**src/rtl/config_pkg.sv**
```systemverilog
// rtl/config_pkg.sv - core configuration record consumed by the dcache TID arbiter
package config_pkg;

  typedef struct packed {
    int unsigned MEM_TID_WIDTH;
    int unsigned DCACHE_MAX_TX;
  } cva6_cfg_t;

  // Smallest useful configuration: 2-bit TIDs, four transactions in flight.
  localparam cva6_cfg_t cva6_cfg_empty = '{MEM_TID_WIDTH: 32'd2, DCACHE_MAX_TX: 32'd4};

endpackage

```
**src/rtl/tid_arb_pkg.sv**
```systemverilog
// rtl/tid_arb_pkg.sv - shared state type and sizing helper for the dcache TID arbiter
package tid_arb_pkg;

  typedef enum logic {
    IDLE  = 1'b0,
    DRAIN = 1'b1
  } arb_state_e;

  // Width of a requester index; never narrower than one bit.
  function automatic int unsigned owner_width(input int unsigned n);
    return (n > 1) ? $clog2(n) : 1;
  endfunction

endpackage

```
**src/rtl/dcache_tid_arbiter_rr.sv**
```systemverilog
// rtl/dcache_tid_arbiter_rr.sv - round-robin requester selection with its own priority pointer
module dcache_tid_arbiter_rr
  import tid_arb_pkg::*;
#(
  parameter int unsigned NrReq = 3
) (
  input  logic                          clk_i,
  input  logic                          rst_ni,
  input  logic [NrReq-1:0]              req_i,
  input  logic                          en_i,
  output logic [NrReq-1:0]              gnt_o,
  output logic [owner_width(NrReq)-1:0] idx_o
);

  localparam int unsigned OwnW = owner_width(NrReq);

  logic [OwnW-1:0] ptr_q;
  logic [OwnW-1:0] sel;

  function automatic logic [OwnW-1:0] wrap(input int unsigned v);
    return OwnW'(v % NrReq);
  endfunction

  // Scan from the farthest offset down so the requester nearest the pointer wins.
  always_comb begin
    gnt_o = '0;
    idx_o = '0;
    sel   = '0;
    for (int off = NrReq - 1; off >= 0; off--) begin
      sel = wrap(int'(ptr_q) + off);
      if (req_i[sel]) begin
        gnt_o      = '0;
        gnt_o[sel] = 1'b1;
        idx_o      = sel;
      end
    end
  end

  always_ff @(posedge clk_i or negedge rst_ni) begin
    if (!rst_ni) begin
      ptr_q <= '0;
    end else if (en_i) begin
      ptr_q <= wrap(int'(idx_o) + 1);
    end
  end

endmodule

```
**src/rtl/lzc.sv**
```systemverilog
// rtl/lzc.sv - zero count from the LSB side, i.e. index of the lowest set bit
module lzc #(
  parameter int unsigned WIDTH = 4,
  parameter int unsigned CNT_W = (WIDTH > 1) ? $clog2(WIDTH) : 1
) (
  input  logic [WIDTH-1:0] in_i,
  output logic [CNT_W-1:0] cnt_o,
  output logic             empty_o
);

  always_comb begin
    cnt_o = '0;
    for (int i = WIDTH - 1; i >= 0; i--) begin
      if (in_i[i]) cnt_o = CNT_W'(i);
    end
  end

  assign empty_o = ~|in_i;

endmodule

```
**src/rtl/dcache_tid_arbiter.sv**
```systemverilog
// rtl/dcache_tid_arbiter.sv - grants requesters a free memory TID and tracks it until its response
module dcache_tid_arbiter
  import tid_arb_pkg::*;
#(
  parameter config_pkg::cva6_cfg_t CVA6Cfg = config_pkg::cva6_cfg_empty,
  parameter int unsigned           NrReq   = 3
) (
  input  logic                                        clk_i,
  input  logic                                        rst_ni,
  input  logic [NrReq-1:0]                            req_i,
  output logic [NrReq-1:0]                            gnt_o,
  output logic [CVA6Cfg.MEM_TID_WIDTH-1:0]            tid_o,
  input  logic                                        mem_ready_i,
  input  logic                                        rsp_valid_i,
  input  logic [CVA6Cfg.MEM_TID_WIDTH-1:0]            rsp_tid_i,
  output logic [owner_width(NrReq)-1:0]               rsp_owner_o,
  input  logic                                        flush_i,
  output logic                                        flush_done_o,
  output logic [$clog2(CVA6Cfg.DCACHE_MAX_TX+1)-1:0]  outstanding_o,
  output logic                                        spurious_o
);

  localparam int unsigned TidW   = CVA6Cfg.MEM_TID_WIDTH;
  localparam int unsigned NumTid = CVA6Cfg.DCACHE_MAX_TX;
  localparam int unsigned OwnW   = owner_width(NrReq);
  localparam int unsigned CntW   = $clog2(NumTid + 1);
  localparam int unsigned IdxW   = (NumTid > 1) ? $clog2(NumTid) : 1;

  arb_state_e      state_q, state_d;
  logic [NumTid-1:0] busy_q;
  logic [OwnW-1:0] owner_q [NumTid];
  logic [CntW-1:0] cnt_q, cnt_d;
  logic            flush_done_q, flush_done_d;

  logic [IdxW-1:0]  free_idx;
  logic             no_free;
  logic [NrReq-1:0] rr_gnt;
  logic [OwnW-1:0]  rr_idx;
  logic             grant;
  logic             rsp_hit;

  lzc #(
    .WIDTH (NumTid),
    .CNT_W (IdxW)
  ) u_free_tid (
    .in_i    (~busy_q),
    .cnt_o   (free_idx),
    .empty_o (no_free)
  );

  dcache_tid_arbiter_rr #(
    .NrReq (NrReq)
  ) u_rr (
    .clk_i  (clk_i),
    .rst_ni (rst_ni),
    .req_i  (req_i),
    .en_i   (grant),
    .gnt_o  (rr_gnt),
    .idx_o  (rr_idx)
  );

  // A flush in the same cycle as a request wins; outputs stay quiet while in reset.
  assign grant   = rst_ni && (state_q == IDLE) && !flush_i && mem_ready_i && (|req_i) && !no_free;
  assign rsp_hit = rsp_valid_i && busy_q[rsp_tid_i];

  assign gnt_o         = grant ? rr_gnt : '0;
  assign tid_o         = TidW'(free_idx);
  assign rsp_owner_o   = owner_q[rsp_tid_i];
  assign spurious_o    = rst_ni && rsp_valid_i && !busy_q[rsp_tid_i];
  assign outstanding_o = cnt_q;
  assign flush_done_o  = flush_done_q;

  always_comb begin
    cnt_d = cnt_q;
    case ({grant, rsp_hit})
      2'b10:   cnt_d = cnt_q + CntW'(1);
      2'b01:   cnt_d = cnt_q - CntW'(1);
      default: cnt_d = cnt_q;
    endcase
  end

  // Drain completes on the edge that retires the last TID; the done pulse follows from a register.
  always_comb begin
    state_d      = state_q;
    flush_done_d = 1'b0;
    case (state_q)
      IDLE: begin
        if (flush_i) begin
          if (cnt_q == '0) flush_done_d = 1'b1;
          else             state_d      = DRAIN;
        end
      end
      DRAIN: begin
        if (cnt_d == '0) begin
          state_d      = IDLE;
          flush_done_d = 1'b1;
        end
      end
      default: state_d = IDLE;
    endcase
  end

  always_ff @(posedge clk_i or negedge rst_ni) begin
    if (!rst_ni) begin
      state_q      <= IDLE;
      busy_q       <= '0;
      cnt_q        <= '0;
      flush_done_q <= 1'b0;
      for (int i = 0; i < NumTid; i++) owner_q[i] <= '0;
    end else begin
      state_q      <= state_d;
      cnt_q        <= cnt_d;
      flush_done_q <= flush_done_d;
      if (rsp_hit) busy_q[rsp_tid_i] <= 1'b0;
      if (grant) begin
        busy_q[free_idx]  <= 1'b1;
        owner_q[free_idx] <= rr_idx;
      end
    end
  end

endmodule

```
**config.mk**
```make
export PLATFORM = sky130hd
export DESIGN_NAME = dcache_tid_arbiter
export DESIGN_NICKNAME = d
export VERILOG_FILES = /design/src/rtl/config_pkg.sv /design/src/rtl/tid_arb_pkg.sv /design/src/rtl/dcache_tid_arbiter_rr.sv /design/src/rtl/lzc.sv /design/src/rtl/dcache_tid_arbiter.sv
export SDC_FILE = /design/constraint.sdc
export NUM_CORES = 1
export LEC_CHECK = 0
export CELL_PAD_IN_SITES_DETAIL_PLACEMENT = 1
export CELL_PAD_IN_SITES_GLOBAL_PLACEMENT = 1
export CORE_MARGIN = 5
export CORE_UTILIZATION = 40
export DETAILED_ROUTE_END_ITERATION = 10
export MAX_ROUTING_LAYER = met4
export PLACE_DENSITY = 0.77
export REMOVE_ABC_BUFFERS = 1
export SLEW_MARGIN = 30
export SYNTH_ARGS = -nofsm -noshare
export SYNTH_HDL_FRONTEND = slang
export SYNTH_SLANG_ARGS = --single-unit
```
**constraint.sdc**
```tcl
create_clock -name clk_i -period 6.9 [get_ports clk_i]
set_input_delay 0.69 -clock clk_i [delete_from_list [all_inputs] [get_ports clk_i]]
set_output_delay 0.69 -clock clk_i [all_outputs]
set_load 0.1 [all_outputs]
```
==> impl_metrics.toml <==
[setup_path]
crit_chain = "clkdlybuf4s50_1 -> buf_4 -> and4bb_4 -> nand3_1 -> nor4_1 -> clkdlybuf4s50_1"
crit_path_max_fanout = 22
critPathTopFamily = "buffers and inverters"
cp_slowest_cell = "clkdlybuf4s50_1"
cp.buffers_inverters = 3
r2r_slack_ps = 4370
slowest_delay_ps = 1180
cpMostUsedCell = "clkdlybuf4s50_1"
rr_startpoint = "busy_q[2]"
cp.depth = 6
worstPathArrival_ps = 3450
worstSetupEndpointType = "output port"
r2r_cells = 8
critPathLaunchType = "primary input"
required_ps = 6210
reg2reg_to = "flush_done_o"
worstSetupPathType = "primary input to output port"

[routing]
routed-via-count = 1066
drtAntennaViolNets = 0
drtPass1Iterations = 4
drcViolationCount = 0
wire_per_inst_um = 16.8
viasPerCell = 5.73
drt-initial-drc-count = 53
wirelength_um = 3120

[clocking]
cts_hold_buf = 0
cts_tree = "yes"
cts_num_sinks = 19
root_buffer = "clkbuf_4"
ctsResizeCount = 0
numCtsBuffers = 3
cts_setup_buffers = 0
h-tree-depth = 1
cts_buffer_depth = 2
insertion_delay_ps = 300
path_clk_slew_ps = 110

[power]
vdd_drop_max_mv = 0.173
powerDensity_mw_per_mm2 = 390
leakage_nw = 0.627

[placement]
io_buffers = 21
place_hpwl_um = 2430
routabilityCongestion = 0.832
place_inst = 182
place_area_mm2 = 0.00151

[die]
die-area_mm2 = 0.00436
core_region_area_mm2 = 0.00303
die_w_um = 66.0
rows = 20
pin_count = 22
start_util_pct = 41.4
die_h_um = 66.0

[run_status]
outcome = "finished, final reports clean"

[sta]
relSlewSlack_pct = 35.0
report.final.slew_viol_count = 0
setup_tns_ps = 0
rsz0062_at_grt = "no"
finalCritPeriodShare_pct = 60.0
fin_crit_ps = 4140
skew_ps = 3.65
max_freq_ghz = 0.241
setup_viol = 0
hold_viol = 0
tightest_slew_ps = 973

[synthesis]
synth_compound_area_share_pct = 17.3
ys_seq_elements = 19
yosysUniqueCellTypes = 49
synth_edf_count = 0
synth_adder_area_share_pct = 5.58
synth_top_family_by_area = "simple AND/OR/NAND/NOR gates"
syn-instance-count = 121
synthSimpleGateAreaFrac_pct = 20.4
syn_area_mm2 = 0.00125
async_reset_ff_share_pct = 100
yosysSeqAreaShare_pct = 37.9
synth_area_per_cell_um2 = 10.4
synthMuxAreaShare_pct = 10.9
synth-main-ff-cell = "dfrtp_1"
synth_xor_area_share_pct = 3.89
yosys_warnings = 0

[final_layout]
area_delta_synth_final_pct = 22.3
final_nets = 158
fin_area_mm2 = 0.00154
instances_no_fill = 186
multiInputGateArea_um2 = 729
fillers = 357
final_common_cell = "clkdlybuf4s50_1"
seqCellArea_um2 = 475
antenna_cells = 0
drive_above_1_share_pct = 10.6
final_cell_mix = "clkdlybuf4s50_1 (21), dfrtp_1 (19), nand2_1 (10), o31ai_1 (8), inv_1 (7)"

[global_routing]
grt_max_degree = 23
grt_usage_pct = 15.8
antenna_found_initial = 0
grt_pass1_wl_um = 5220
grt_pass1_vias = 1089
grt_overflow = 0

[worst_hold_path]
hold_class = "flip-flop to flip-flop"
hold_depth = 1
hold_end = "owner_q[3]"
hold_start = "owner_q[3]"

[flow_run]
cap_violations = 0
==> registers in the layout, indices dropped and copies added, names as in the netlist <==
name / flops
owner_q: 8
busy_q: 4
outstanding_o: 3
u_rr.ptr_q: 2
flush_done_o: 1
state_q: 1
==> worst max path at each step <==
stage             from  endpoint  slack, ps
6_report        rst_ni  gnt_o[0]       2760
4_1_cts         rst_ni  gnt_o[0]       2730
3_5_place_dp    rst_ni  gnt_o[0]       2760
5_1_grt         rst_ni  gnt_o[0]       2590
2_1_floorplan  flush_i  gnt_o[0]       2070
3_3_place_gp    rst_ni  gnt_o[0]       2770
==> synth_stat cells (2+ instances only) <==
library cell	instances	area (µm²)
o22a_1	2	17.5
xor2_1	2	17.5
a21o_1	2	15.0
nand3b_1	2	15.0
mux2i_1	2	20.0
nor4b_1	2	17.5
ha_1	4	50.1
mux2_1	2	22.5
nor2_1	4	15.0
o21ai_1	2	10.0
nand2_1	10	37.5
dfrtp_1	19	475
mux4_2	3	67.6
nand3_1	3	15.0
nor3_1	2	10.0
inv_1	7	26.3
clkbuf_1	4	15.0
o31ai_1	8	60.1
nor3b_1	3	22.5
o21ai_0	3	15.0
o41ai_1	3	26.3
a21oi_1	3	15.0
nor4_1	2	12.5
nand2b_1	2	12.5
==> area by class of cell <==
class	count	share of cell area (%)
multi-input combinational	89	47.5
sequential	19	31.0
timing repair buffer	22	14.2
tap	44	3.59
inverter	8	1.96
clock buffer	3	1.47
clock inverter	1	0.326
==> through the flow <==
step	power, mW	setup slack [ps]	hold WS (ps)	util (%)
finish	0.599	2760	519	50.7
global route	0.634	2590	555	50.7
CTS	0.603	2730	517	50.7
detailed placement	0.546	2760	490	49.8
global placement	0.531	2770	483	49.8
floorplan	0.454	2070	394	-
==> cells by family (layout without fill, tap and decap cells) <==
family                   Yosys count  after routing
buffers and inverters             13             34
flip-flops                        19             19
XOR/XNOR                           4              4
adder cells (fa/ha/maj)            5              5
AO/OA/AOI/OAI                     30             30
AND/OR/NAND/NOR                   41             41
multiplexers                       9              9
==> routing by layer <==
metal / global-route usage (%) / up-vias / wire length (µm)
met5: - / - / 0
met4: 4.57 / 0 / 41
met3: 2.04 / 4 / 56
met2: 26.4 / 20 / 1540
met1: 20.1 / 541 / 1480
li1: - / 501 / -
==> worst register-to-register path: stages, from the launching register on <==
cell and delay (ps):
dfrtp_1 500, mux4_2 520, and2_1 200, ha_1 250, inv_1 90, fa_1 430, nand3b_1 110, a2bb2oi_1 230
mux2i_1 100
==> where the power goes <==
part           switching [mW]  internal [mW]
registers              0.0315          0.144
logic                   0.244          0.122
clock network          0.0358         0.0216
No activity file was read; power rests on OpenSTA's default activity.
